File: config.mk
export PLATFORM = sky130hd
export DESIGN_NAME = mem_access_ctrl
export DESIGN_NICKNAME = d
export VERILOG_FILES = /design/src/rtl/mem_map_pkg.sv /design/src/rtl/mem_access_ctrl_check.sv /design/src/rtl/mem_access_ctrl.sv
export SDC_FILE = /design/constraint.sdc
export NUM_CORES = 1
export LEC_CHECK = 0
export CORE_MARGIN = 1.5
export CORE_UTILIZATION = 42
export DETAILED_ROUTE_END_ITERATION = 7
export GPL_ROUTABILITY_DRIVEN = 1
export PLACE_DENSITY = 0.76
export RECOVER_POWER = 100
export SYNTH_ARGS = -nofsm -noshare
export SYNTH_HDL_FRONTEND = slang
export SYNTH_SLANG_ARGS = --single-unit
File: constraint.sdc
create_clock -name clk -period 1.7 [get_ports clk]
set_input_delay 0.51 -clock clk [delete_from_list [all_inputs] [get_ports clk]]
set_output_delay 0.51 -clock clk [all_outputs]
set_load 0.02 [all_outputs]
File: src/rtl/mem_map_pkg.sv
// Shared memory-map constants, access size codes, error codes and controller states
// for the unified 128-byte memory.
package mem_map_pkg;

  localparam int MEM_VECTOR_SIZE    = 128;
  localparam int I_MEM_SIZE         = 32;
  localparam int MEM_MAP_IO_ADDRESS = 127;

  localparam logic [1:0] SZ_BYTE = 2'b00;
  localparam logic [1:0] SZ_HALF = 2'b01;
  localparam logic [1:0] SZ_WORD = 2'b10;
  localparam logic [1:0] SZ_ILL  = 2'b11;

  localparam logic [1:0] ERR_OK      = 2'b00;
  localparam logic [1:0] ERR_RANGE   = 2'b01;
  localparam logic [1:0] ERR_ALIGN   = 2'b10;
  localparam logic [1:0] ERR_IMEM_WR = 2'b11;

  typedef enum logic [2:0] {
    S_IDLE,
    S_ISSUE,
    S_CAPTURE,
    S_DONE,
    S_ERR
  } state_t;

endpackage

File: src/rtl/mem_access_ctrl_check.sv
// Combinational request validation and effective memory size selection.
// Alignment errors are raised only when ALIGN_CHECK_EN is defined.
module mem_req_check
  import mem_map_pkg::*;
#(
  parameter int BUS_WIDTH = 32
) (
  input  logic [BUS_WIDTH-1:0] i_addr,
  input  logic [1:0]           i_size,
  input  logic                 i_we,
  input  logic                 i_sz_ex,
  output logic                 o_err,
  output logic [1:0]           o_err_code,
  output logic [1:0]           o_mem_size,
  output logic                 o_mem_sz_ex
);

  logic w_is_io;
  logic w_in_imem;
  logic w_out_range;

  assign w_is_io     = (i_addr == BUS_WIDTH'(MEM_MAP_IO_ADDRESS));
  assign w_in_imem   = (i_addr < BUS_WIDTH'(I_MEM_SIZE));
  assign w_out_range = (i_addr >= BUS_WIDTH'(MEM_VECTOR_SIZE));

`ifdef ALIGN_CHECK_EN
  logic w_misalign;
  assign w_misalign = !w_is_io &&
                      (((i_size == SZ_WORD) && (i_addr[1:0] != 2'b00)) ||
                       ((i_size == SZ_HALF) && i_addr[0]));
`endif

  always_comb begin
    o_err_code = ERR_OK;
    if (w_out_range)
      o_err_code = ERR_RANGE;
    else if (i_size == SZ_ILL)
      o_err_code = ERR_ALIGN;
`ifdef ALIGN_CHECK_EN
    else if (w_misalign)
      o_err_code = ERR_ALIGN;
`endif
    else if (i_we && w_in_imem)
      o_err_code = ERR_IMEM_WR;
  end

  assign o_err = (o_err_code != ERR_OK);

  // IO word and instruction fetch-space loads are always full-word transfers.
  always_comb begin
    o_mem_size  = i_size;
    o_mem_sz_ex = i_sz_ex;
    if (w_is_io || (!i_we && w_in_imem)) begin
      o_mem_size  = SZ_WORD;
      o_mem_sz_ex = 1'b0;
    end
  end

endmodule

File: src/rtl/mem_access_ctrl.sv
// Load/store initiator: validates one request, drives the memory bus for a fixed
// latency window, then pulses cpu_done. Build option: ALIGN_CHECK_EN (see mem_req_check).
module mem_access_ctrl #(
  parameter int MEM_LATENCY = 2,
  parameter int BUS_WIDTH   = 32
) (
  input  logic                 clk,
  input  logic                 rst,
  input  logic                 cpu_req,
  input  logic                 cpu_we,
  input  logic [BUS_WIDTH-1:0] cpu_addr,
  input  logic [BUS_WIDTH-1:0] cpu_wdata,
  input  logic [1:0]           cpu_size,
  input  logic                 cpu_sz_ex,
  output logic                 cpu_busy,
  output logic                 cpu_done,
  output logic [BUS_WIDTH-1:0] cpu_rdata,
  output logic                 cpu_err,
  output logic [1:0]           cpu_err_code,
  output logic                 mem_wr_en,
  output logic [BUS_WIDTH-1:0] mem_address,
  output logic [BUS_WIDTH-1:0] mem_in_data,
  output logic [1:0]           mem_size,
  output logic                 mem_sz_ex,
  input  logic [BUS_WIDTH-1:0] mem_out_data
);
  import mem_map_pkg::*;

  state_t               r_state;
  logic [3:0]           r_cnt;
  logic                 r_chk;
  logic                 r_we;
  logic [BUS_WIDTH-1:0] r_addr;
  logic [BUS_WIDTH-1:0] r_wdata;
  logic [1:0]           r_size;
  logic                 r_sz_ex;

  logic                 w_err;
  logic [1:0]           w_err_code;
  logic [1:0]           w_mem_size;
  logic                 w_mem_sz_ex;

  mem_req_check #(.BUS_WIDTH(BUS_WIDTH)) u_check (
    .i_addr      (r_addr),
    .i_size      (r_size),
    .i_we        (r_we),
    .i_sz_ex     (r_sz_ex),
    .o_err       (w_err),
    .o_err_code  (w_err_code),
    .o_mem_size  (w_mem_size),
    .o_mem_sz_ex (w_mem_sz_ex)
  );

  always_ff @(posedge clk) begin
    if (rst) begin
      r_state      <= S_IDLE;
      r_cnt        <= 4'd0;
      r_chk        <= 1'b0;
      r_we         <= 1'b0;
      r_addr       <= '0;
      r_wdata      <= '0;
      r_size       <= SZ_WORD;
      r_sz_ex      <= 1'b0;
      cpu_busy     <= 1'b0;
      cpu_done     <= 1'b0;
      cpu_rdata    <= '0;
      cpu_err      <= 1'b0;
      cpu_err_code <= ERR_OK;
      mem_wr_en    <= 1'b0;
      mem_address  <= '0;
      mem_in_data  <= '0;
      mem_size     <= SZ_WORD;
      mem_sz_ex    <= 1'b0;
    end else begin
      unique case (r_state)
        S_IDLE: begin
          if (cpu_req) begin
            r_we     <= cpu_we;
            r_addr   <= cpu_addr;
            r_wdata  <= cpu_wdata;
            r_size   <= cpu_size;
            r_sz_ex  <= cpu_sz_ex;
            r_chk    <= 1'b1;
            r_cnt    <= 4'(MEM_LATENCY - 1);
            cpu_busy <= 1'b1;
            r_state  <= S_ISSUE;
          end
        end
        S_ISSUE: begin
          // First ISSUE cycle judges the latched request; the bus is driven only if it passes.
          if (r_chk) begin
            r_chk <= 1'b0;
            if (w_err) begin
              cpu_done     <= 1'b1;
              cpu_err      <= 1'b1;
              cpu_err_code <= w_err_code;
              r_state      <= S_ERR;
            end else begin
              mem_address <= r_addr;
              mem_in_data <= r_wdata;
              mem_size    <= w_mem_size;
              mem_sz_ex   <= w_mem_sz_ex;
              mem_wr_en   <= r_we;
            end
          end else if (r_cnt == 4'd0) begin
            mem_wr_en <= 1'b0;
            r_state   <= S_CAPTURE;
          end else begin
            r_cnt <= r_cnt - 4'd1;
          end
        end
        S_CAPTURE: begin
          if (!r_we)
            cpu_rdata <= mem_out_data;
          cpu_done     <= 1'b1;
          cpu_err      <= 1'b0;
          cpu_err_code <= ERR_OK;
          r_state      <= S_DONE;
        end
        S_DONE, S_ERR: begin
          cpu_done     <= 1'b0;
          cpu_err      <= 1'b0;
          cpu_err_code <= ERR_OK;
          cpu_busy     <= 1'b0;
          r_state      <= S_IDLE;
        end
        default: r_state <= S_IDLE;
      endcase
    end
  end

endmodule

# Word-level counts from Yosys, hierarchy flattened
# Index checks and enable logic that the tools add are counted.
# classes
n_eq_ne	14
reduce_logical	24
addsub	1
order_cmp	2
bitwise	2
mux	27
# op_table
op	count
32-bit by 7-bit equality test with 1-bit output, second input constant	1
32-bit by 8-bit >= comparator with 1-bit output, second input constant	1
32-bit by 6-bit less-than comparator with 1-bit output, second input constant	1
3-bit AND reduction	5
2-bit two-way mux	6
3-bit two-way mux	4
4-bit two-way mux	3
2-bit inequality test, second input constant	5
2-bit nonzero test	5
3-bit one-hot mux with 3 select lines	1
4-bit one-hot mux with 2 select lines	1
2-bit AND reduction	4
1-bit two-way mux	7
3-bit by 2-bit equality test with 1-bit output, second input constant	2
1-bit one-hot mux with 2 select lines	3
4-bit logical NOT	1
2-bit one-hot mux with 2 select lines	1
4-bit AND reduction	1
4-bit by 1-bit subtractor with 4-bit output, second input constant	1
3-bit by 1-bit equality test with 1-bit output, second input constant	1
3-bit equality test, second input constant	1
3-bit logical NOT	1
3-bit by 2-bit inequality test with 1-bit output, second input constant	1
3-bit inequality test, second input constant	1
other kinds (10)	12
# word_totals
inputBits	103
register_bits	181

# Depth between registers and ports, before layout
# Gate-level depths: netlist (run 1).
# depth
depth_word	9
ltp_mapped	7
mapped_depth_nobuf	6

# By module
# From an unflattened synthesis (run 1), not the netlist that was laid out.
# unflattened
hier_cells	854
area_unflattened_um2	6907.9
# modules_own_cells
mod	n_inst	cells_each	area_each_um2	seq_area_each_um2
mem_access_ctrl	1	828	6755.2	3623.5
mem_req_check	1	26	152.6	0.0

# Worst setup path before layout (run 1)
# OpenSTA, ideal clock, no wires.
# synth_timing
path_type	reg2reg
from	reg r_state[2]
to	reg mem_address[0]
arrival_time_ns	1.603
stages_incl_launch_ff	8
path_slack_ns	-0.035
required_ns	1.568
setup_ns	0.132
path_buffers	3
path_cell_list	dfxtp_1 > buf_2 > nand4bb_4 > or3_4 > buf_6 > buf_6 > o31ai_2 > a21oi_1
# synth_between
elab_chain_cells	2
# synth_lines
element	line	text
start: declaration	mem_access_ctrl.sv:29	state_t r_state;
start signal: assignment	mem_access_ctrl.sv:56	r_state <= S_IDLE;
start signal: assignment	mem_access_ctrl.sv:86	r_state <= S_ISSUE;
start signal: assignment	mem_access_ctrl.sv:97	r_state <= S_ERR;
3-bit by 1-bit equality test with 1-bit output	mem_access_ctrl.sv:75	unique case (r_state)
3-bit AND reduction (no source line)	-	
end signal: assignment	mem_access_ctrl.sv:99	mem_address <= r_addr;
end: declaration	mem_access_ctrl.sv:21	output logic [BUS_WIDTH-1:0] mem_address,
# No other way between the ends.
# A chain may end at the register's enable or synchronous reset.

# Worst setup path after layout (run 1)
# layout_timing
from	reg r_state[1]
to	reg mem_in_data[16]
# layout_between
elab_chain_cells	2
# layout_lines
element	line	text
3-bit by 1-bit equality test with 1-bit output	mem_access_ctrl.sv:75	
3-bit AND reduction (no source line)	-	
end signal: assignment	mem_access_ctrl.sv:100	mem_in_data <= r_wdata;
end: declaration	mem_access_ctrl.sv:22	output logic [BUS_WIDTH-1:0] mem_in_data,
# No other way between the ends.

==> impl_metrics.tcl, run 1 <==
set metrics [dict create \
    maxCapViolations 0 \
    die-width_um 130 \
    cp.required_ns 1.98 \
    cts_tree "done" \
    overflow 0 \
    ir_worst_vdd_v 0.00101 \
    clk_pin_slew_worst_paths_ns 0.07 \
    routed_wl_um 20900 \
    slew_headroom_pct 51.9 \
    status "complete, but fails checks" \
    avgSynthCellArea_sq_um 8.55 \
    seqPwrFrac_pct 39.2 \
    tightest_slew_ns 0.722 \
    ys.flop_type "dfxtp_1" \
    finalCriticalPeriod_ns 1.79 \
    synth.distinct_cells 51 \
    violations "setup timing" \
    p_sw_share_pct 31.6 \
    switching_power_uw 3830 \
    async_flop_share_pct 0 \
    io_buffers 207 \
    clockPowerShare_pct 34.3 \
    crit_type "reg -> reg" \
    syn_inst 795 \
    cts_root_buf "clkbuf_16" \
    n_antenna_cell 0 \
    rsz0062_at_grt "true" \
    h-tree-depth 4 \
    crit_slowest_cell "or3_4" \
    syn-num-nets 899 \
    stdcell_area_sq_mm 0.0106 \
    chipHeight_um 130 \
    grt_pass1_wl_um 30300 \
    grt_pass1_vias 6124 \
    syn_to_final_growth_pct 55.8 \
    setup_tns_ns -0.442 \
    grt_max_degree 69 \
    crit_start "r_state[1]" \
    crit_buf_inv 1 \
    io_pins 208 \
    utilization_pct 66.9 \
    die_area_sq_mm 0.0169 \
    cp.arrival_ns 2.07 \
    fin_nets 1112 \
    dp_hpwl_um 12500 \
    start_kind "flop" \
    skew_ns 0.00830 \
    vias 6628 \
    num_rows 46 \
    drc 0 \
    critical-path-top-delay-family "simple AND/OR/NAND/NOR gates" \
    postSynthRegisterBits 181 \
    syn_area_sq_mm 0.00679 \
    intPower_uw 8270 \
    hold_path.startpoint "rst" \
    cp_max_fo 7 \
    core_sq_mm 0.0158 \
    timing.hold.ws_ns 0.391 \
    hold_viol 0 \
    drv_slew 0 \
    cpPeakStageDelay_ns 0.50 \
    synth_edf_count 0 \
    max_clock_freq_mhz 558 \
    ys_seq_area_share_pct 53.3 \
    grt.total_usage_pct 22.6 \
    crit_chain "nand4bb_4 -> or3_4 -> clkbuf_16 -> o31ai_2 -> a21oi_1" \
    hold_class "in -> reg" \
    numCtsBuffers 17 \
    leakage_uw 0.00426 \
    clock_latency_ns 0.43 \
    ant_nets 0 \
    place.gp.congestion 0.808 \
    drtPass1Iterations 5 \
    comb_power_share_pct 26.5 \
    p_per_area_mw_per_mm2 1140 \
    p_total_uw 12100 \
    r2r-start "r_state[1]" \
    period_share_pct 106 \
    start_util_pct 42.9 \
    dpl-instance-area_sq_mm 0.00934 \
    drive_above_1_share_pct 18.6 \
    worstSetupEndpointType "flop" \
    cts_buffer_depth 2 \
    antenna_found_initial 0 \
    cts_num_sinks 181 \
    ys_warn_count 0 \
    setup_ws_ns -0.0936 \
    wire_per_inst_um 16.9 \
    setup_viol 26 \
    via_per_inst 5.36 \
    drtIter0Drc 487 \
]
## placed cells by master, fill, tap and decap left out, types with 6 or more instances in the layout
cell type	Yosys	routed
o31ai_1	30	7
clkbuf_16	0	22
buf_4	0	29
o31ai_2	10	12
dlygate4sd2_1	0	95
nor2_1	12	12
o31ai_4	0	21
inv_1	7	7
buf_6	2	12
dfxtp_1	181	175
and2_4	0	19
buf_12	0	10
a21oi_1	144	141
clkdlybuf4s50_1	0	100
clkbuf_2	0	6
and2_1	26	6
nand2_1	202	202
nand4_1	41	41
## metal layers
layer / global-route usage (%) / wire (um)
met5: 0 / 0
met4: 7.19 / 280
met3: 8.41 / 2110
met2: 36.4 / 9910
met1: 28.1 / 8570
## cell type report
class | count | area [sq um]
Clock buffer | 19 | 453
Clock inverter | 13 | 173
Fill cell | 1264 | 5240
Inverter | 7 | 26.3
Multi-Input combinational cell | 536 | 3360
Sequential cell | 181 | 3630
Tap cell | 216 | 270
Timing Repair Buffer | 265 | 2660
## power by group through the flow
stage | clock network [uW] | registers, uW | logic (uW)
2_1_floorplan | 0 | 4860 | 1350
3_3_place_gp | 0 | 4790 | 2600
3_5_place_dp | 0 | 4800 | 2620
4_1_cts | 4200 | 4710 | 2720
5_1_grt | 4390 | 4770 | 3430
6_report | 4150 | 4740 | 3210
## through the flow
stage	setup WS, ns	std cells
5_1_grt	-0.171	1237
3_3_place_gp	-0.405	1190
2_1_floorplan	0.0160	795
6_report	-0.0936	1237
4_1_cts	-0.00895	1223
3_5_place_dp	-0.512	1190
## kinds of logic after synthesis
| logic type | synth area share (%) |
|---|---|
| AOI/OAI and AO/OA | 18.3 |
| xor gates and xnor gates | 0.129 |
| adders and majority gates | 0.184 |
| buffers and inverters | 4.77 |
| DFF | 53.3 |
| muxes | 0.295 |
| and+or+nand+nor | 23.0 |
## worst paths after layout
check | to | slack, ns | depth (start not counted)
worst min-delay path | r_size[1] | 0.39 | 2
worst min register to register | cpu_rdata[28] | 0.45 | 2
worst max-delay path | mem_in_data[16] | -0.09 | 5
worst max register to register | mem_in_data[16] | -0.09 | 5
## sequential cells by signal, summed over array words and instances (netlist names)
| register | count |
|---|---|
| mem_address | 32 |
| r_we | 1 |
| cpu_rdata | 32 |
| r_state | 3 |
| r_addr | 32 |
| r_size | 2 |
| r_cnt | 4 |
| mem_wr_en | 1 |
| mem_in_data | 32 |
| cpu_done | 1 |
| cpu_busy | 1 |
| r_chk | 1 |
| r_wdata | 32 |
| mem_size | 2 |
| r_sz_ex | 1 |
| cpu_err | 1 |
| mem_sz_ex | 1 |
| cpu_err_code | 2 |
## Yosys cell counts (2+ instances only)
master / count / share of area (%)
nand2_1: 202 / 11
dfxtp_1: 181 / 53
a21oi_1: 144 / 11
clkbuf_1: 53 / 2.9
nand4_1: 41 / 3.8
o31ai_1: 30 / 3.3
and2_1: 26 / 2.4
buf_2: 13 / 0.96
nor2_1: 12 / 0.66
o31ai_2: 10 / 1.8
inv_1: 7 / 0.39
nand3_1: 7 / 0.52
nor4_1: 6 / 0.55
o21ai_0: 5 / 0.37
nand2b_1: 4 / 0.37
a21boi_0: 3 / 0.33
buf_1: 3 / 0.17
nor3_1: 3 / 0.22
or3_1: 3 / 0.28
a2111oi_0: 2 / 0.26
a22o_1: 2 / 0.26
and3_1: 2 / 0.18
buf_6: 2 / 0.33
mux2i_1: 2 / 0.29
nand3b_1: 2 / 0.22
nor2b_1: 2 / 0.18
or2_2: 2 / 0.18
or3b_2: 2 / 0.26
or4_1: 2 / 0.22
## timing repair
action                     4_1_cts  5_1_grt
resized for setup              138       97
hold buffers                     0        0
pin swaps                        7       32
setup buffers                    1        4
gates cloned                     0       10
setup endpoints to repair      176      102
No activity file was read; power rests on OpenSTA's default activity.
==> inputs of run 2 (changes only) <==
--- a/config.mk
+++ b/config.mk
@@ -6,10 +6,10 @@
 export NUM_CORES = 1
 export LEC_CHECK = 0
 export CORE_MARGIN = 1.5
-export CORE_UTILIZATION = 42
+export CORE_UTILIZATION = 40
 export DETAILED_ROUTE_END_ITERATION = 7
 export GPL_ROUTABILITY_DRIVEN = 1
-export PLACE_DENSITY = 0.76
+export PLACE_DENSITY = 0.73
 export RECOVER_POWER = 100
 export SYNTH_ARGS = -nofsm -noshare
 export SYNTH_HDL_FRONTEND = slang
==> impl_metrics.tcl, run 2 (synthesis gave the netlist of run 1 again) <==
set metrics [dict create \
    p_sw_share_pct 32.5 \
    io_pins 208 \
    cp.arrival_ns 2.04 \
    fin_nets 1098 \
    place.gp.congestion 0.774 \
    syn_to_final_growth_pct 49.0 \
    highest_layer "met4" \
    vias 6388 \
    grt.total_usage_pct 21.0 \
    cts_root_buf "clkbuf_16" \
    path_common_cell "buf_6" \
    crit_buf_inv 3 \
    drtPass1Iterations 5 \
    drc 0 \
    worstSetupEndpointType "flop" \
    post-place-ws_ns -0.404 \
    r2r-start "r_addr[14]" \
    wl_met2_um 8760 \
    maxCapViolations 0 \
    grt_pass1_vias 6048 \
    ff_latch_area_sq_mm 0.00362 \
    setup_ws_ns -0.0408 \
    switching_power_uw 3680 \
    cp_max_fo 9 \
    critical-path-top-delay-family "buffers and inverters" \
    crit_type "reg -> reg" \
    via_per_inst 5.20 \
    dp_hpwl_um 12600 \
    crit_chain "nor4_4 -> buf_4 -> nand4_1 -> buf_6 -> buf_6 -> o31ai_2 -> a21oi_1" \
    postCtsSetupRepairBufs 0 \
    status "complete, but fails checks" \
    slew_headroom_pct 67.0 \
    finalCriticalPeriod_ns 1.74 \
    die_area_sq_mm 0.0178 \
    die-width_um 133 \
    seqPwrFrac_pct 41.6 \
    comb_power_share_pct 25.1 \
    fill_cells 1469 \
    cts_num_sinks 181 \
    numCtsBuffers 17 \
    rsz0062_at_grt "true" \
    drv_slew 0 \
    overflow 0 \
    r2r_slack_ns -0.04 \
    clock_latency_ns 0.42 \
    clockPowerShare_pct 33.3 \
    cp.required_ns 2.00 \
    max_clock_freq_mhz 574 \
    grt_max_degree 82 \
    tightest_slew_ns 0.494 \
    drive_above_1_share_pct 13.7 \
    crit_slowest_cell "dfxtp_2" \
    postCtsHoldBufs 0 \
    intPower_uw 7650 \
    multi_input_area_sq_mm 0.00319 \
    clk_pin_slew_worst_paths_ns 0.07 \
    ir_worst_vdd_v 0.00111 \
    setup_viol 2 \
    skew_ns 0.0111 \
    drtIter0Drc 410 \
    layout_common_cells "nand2_1 (202), dfxtp_1 (180), a21oi_1 (141)" \
    hold_viol 0 \
    final_common_cell "nand2_1" \
    cts_tree "done" \
    antenna_found_initial 1 \
    cts_buffer_depth 2 \
    start_kind "flop" \
    io_buffers 207 \
    hold_path.startpoint "rst" \
    grt_pass1_wl_um 30000 \
    wl_met3_um 1790 \
    drt-met1-wl_um 8310 \
    p_per_area_mw_per_mm2 1120 \
    cpPeakStageDelay_ns 0.33 \
    period_share_pct 102 \
    routed_wl_um 19100 \
    setup_tns_ns -0.0442 \
    core_sq_mm 0.0166 \
    h-tree-depth 4 \
    ant_nets 0 \
    leakage_uw 0.00402 \
    violations "setup timing" \
    hold_class "in -> reg" \
    crit_start "r_addr[14]" \
    start_util_pct 41.0 \
    num_rows 47 \
    chipHeight_um 133 \
    wire_per_inst_um 15.5 \
]
-- run 2: worst paths after layout --
kind | depth (start not counted) | end
worst max-delay path | 7 | mem_in_data[7]
worst min-delay path | 2 | r_sz_ex
worst max register to register | 7 | mem_in_data[7]
worst min register to register | 2 | cpu_rdata[19]
-- run 2: final cells by class --
type,instances,area share [%]
Inverter,7,0.260
Antenna cell,1,0.0247
Multi-Input combinational cell,536,31.5
Timing Repair Buffer,251,24.0
Sequential cell,181,35.8
Clock buffer,19,4.48
Tap cell,220,2.72
Clock inverter,13,1.14
-- run 2: through the flow --
stage	power, uW	hold WS (ns)	std cells	util, %	cell area, sq um
finish	11300	0.367	1228	61.0	10100
detailed placement	7400	0.443	1195	56.4	9350
CTS	11200	0.339	1227	59.4	9850
global placement	7380	0.441	1195	56.4	9350
global route	11900	0.366	1227	61.0	10100
floorplan	6200	0.436	795	-	6800
-- run 2: routing by layer --
metal / track usage, % / vias to the layer above
li1: - / 3147
met1: 27.0 / 2960
met2: 33.3 / 267
met3: 8.03 / 14
met4: 4.95 / 0
met5: 0 / -
-- run 2: worst reg2reg max path: stages, from the launching register on --
cell	delay (ns)
dfxtp_2	0.33
nor4_4	0.27
buf_4	0.16
nand4_1	0.11
buf_6	0.18
buf_6	0.17
o31ai_2	0.30
a21oi_1	0.10
-- run 2: power groups by stage --
stage	combinational [uW]	sequential (uW)	clock [uW]
floorplan	1350	4860	0
global placement	2600	4780	0
detailed placement	2610	4790	0
CTS	2640	4710	3870
global route	3080	4750	4030
finish	2840	4710	3770
-- run 2: timing repair --
| action | 4_1_cts | 5_1_grt |
|---|---|---|
| gates resized for setup | 121 | 68 |
| setup endpoints to repair | 177 | 125 |
| gates cloned | 0 | 0 |
| endpoints found under the hold margin | 0 | 0 |
| pin swaps | 4 | 5 |
==> inputs of run 3 (changes only) <==
--- a/config.mk
+++ b/config.mk
@@ -9,7 +9,7 @@
 export CORE_UTILIZATION = 40
 export DETAILED_ROUTE_END_ITERATION = 7
 export GPL_ROUTABILITY_DRIVEN = 1
-export PLACE_DENSITY = 0.73
+export PLACE_DENSITY = 0.7
 export RECOVER_POWER = 100
 export SYNTH_ARGS = -nofsm -noshare
 export SYNTH_HDL_FRONTEND = slang
==> constraint.sdc (replaced) <==
create_clock -name clk -period 2 [get_ports clk]
set_input_delay 0.6 -clock clk [delete_from_list [all_inputs] [get_ports clk]]
set_output_delay 0.6 -clock clk [all_outputs]
set_load 0.02 [all_outputs]
==> impl_metrics.tcl, run 3 (synthesis gave the netlist of run 1 again) <==
set metrics [dict create \
    grtUsageMet2_pct 32.9 \
    crit_slowest_cell "clkdlybuf4s50_1" \
    setup_ws_ns 0.0222 \
    antenna_found_initial 0 \
    cp.arrival_ns 1.38 \
    grt_busiest_layer "met2" \
    place.gp.congestion 0.762 \
    vias 6249 \
    cts_buffer_depth 2 \
    via_per_inst 5.13 \
    die_area_sq_mm 0.0178 \
    drtIter0Drc 406 \
    worstSetupEndpointType "output port" \
    grtUsageMet3_pct 7.15 \
    cts_root_buf "clkbuf_16" \
    start_util_pct 41.0 \
    die-width_um 133 \
    routed_wl_um 18800 \
    grt_use_met1_pct 27.9 \
    wire_per_inst_um 15.4 \
    hold_viol 0 \
    skew_ns 0.00908 \
    setup_viol 0 \
    postCtsHoldBufs 0 \
    syn_to_final_growth_pct 38.0 \
    r2r_end "mem_in_data[28]" \
    io_buffers 207 \
    p_per_area_mw_per_mm2 998 \
    cp_max_fo 2 \
    grt.total_usage_pct 21.2 \
    grt_pass1_wl_um 30400 \
    drc 0 \
    postCtsSetupRepairBufs 0 \
    dp_hpwl_um 12600 \
    r2r_cells 4 \
    cp.required_ns 1.40 \
    min_to "r_size[0]" \
    path_depth 1 \
    post-place-ws_ns -0.317 \
    cts_num_sinks 181 \
    num_rows 47 \
    crit_buf_inv 1 \
    numCtsBuffers 17 \
    drive_above_1_share_pct 8.32 \
    critical-path-top-delay-family "buffers and inverters" \
    whs_path_depth 2 \
    layout_common_cells "nand2_1 (202), dfxtp_1 (181), a21oi_1 (144)" \
    fin_nets 1088 \
    drv_slew 0 \
    r2r-start "r_state[2]" \
    crit_chain "clkdlybuf4s50_1" \
    cts_tree "done" \
    drtPass1Iterations 5 \
    dpl-instance-area_sq_mm 0.00923 \
    hold_path.startpoint "rst" \
    timing.hold.ws_ns 0.421 \
    hold_class "in -> reg" \
    stdcell_area_sq_mm 0.00937 \
    period_share_pct 98.9 \
    chipHeight_um 133 \
    r2r_slack_ns 0.13 \
    n_antenna_cell 0 \
    core_sq_mm 0.0166 \
    crit_type "reg -> out" \
    tightest_slew_ns 0.623 \
    grt_pass1_vias 5992 \
    final_common_cell "nand2_1" \
    grt_max_degree 72 \
    status "completed" \
    finalCriticalPeriod_ns 1.98 \
    clk_pin_slew_worst_paths_ns 0.07 \
    leakage_uw 0.00346 \
    ant_nets 0 \
    slew_headroom_pct 58.5 \
    clock_latency_ns 0.43 \
    io_pins 208 \
    h-tree-depth 4 \
    start_kind "flop" \
    p_total_uw 9360 \
    max_clock_freq_mhz 506 \
    ir_worst_vdd_v 0.000622 \
    maxCapViolations 0 \
    overflow 0 \
    cpPeakStageDelay_ns 0.61 \
]
## run 3: repair_timing
| item | in CTS | in global routing |
|---|---|---|
| setup endpoints to repair | 32 | 53 |
| gates cloned | 0 | 0 |
| resized for setup | 32 | 55 |
## run 3: worst max path at each step
stage,startpoint,end
floorplan,r_state[2],mem_address[0]
global placement,cpu_req,r_cnt[1]
detailed placement,cpu_req,r_cnt[1]
CTS,cpu_rdata[20],cpu_rdata[20]
global route,mem_address[10],mem_address[10]
finish,cpu_rdata[1],cpu_rdata[1]
## run 3: cell type report
class	count	area (sq um)
multi-input cells	536	2830
fillers	1556	7210
clock inverters	15	166
flip-flops and latches	181	3620
repair buffers	241	2030
clock buffers	17	425
well taps	220	275
inverters	7	26.3
## run 3: where the power goes
part | switching [uW] | internal [uW]
clock | 1560 | 1780
sequential | 146 | 3850
combinational | 1260 | 761
## run 3: stage by stage
step	std cells	TNS [ns]	utilization (%)
3_3_place_gp	1185	-8.48	55.7
2_1_floorplan	795	0	-
4_1_cts	1217	0	59.0
5_1_grt	1217	-0.0179	56.5
3_5_place_dp	1185	-12.18	55.7
6_report	1217	0	56.5
## run 3: layer usage
metal	routed length [um]	vias up
met5	0	-
met4	292	0
met3	1640	24
met2	8350	225
met1	8520	2879
li1	-	3121
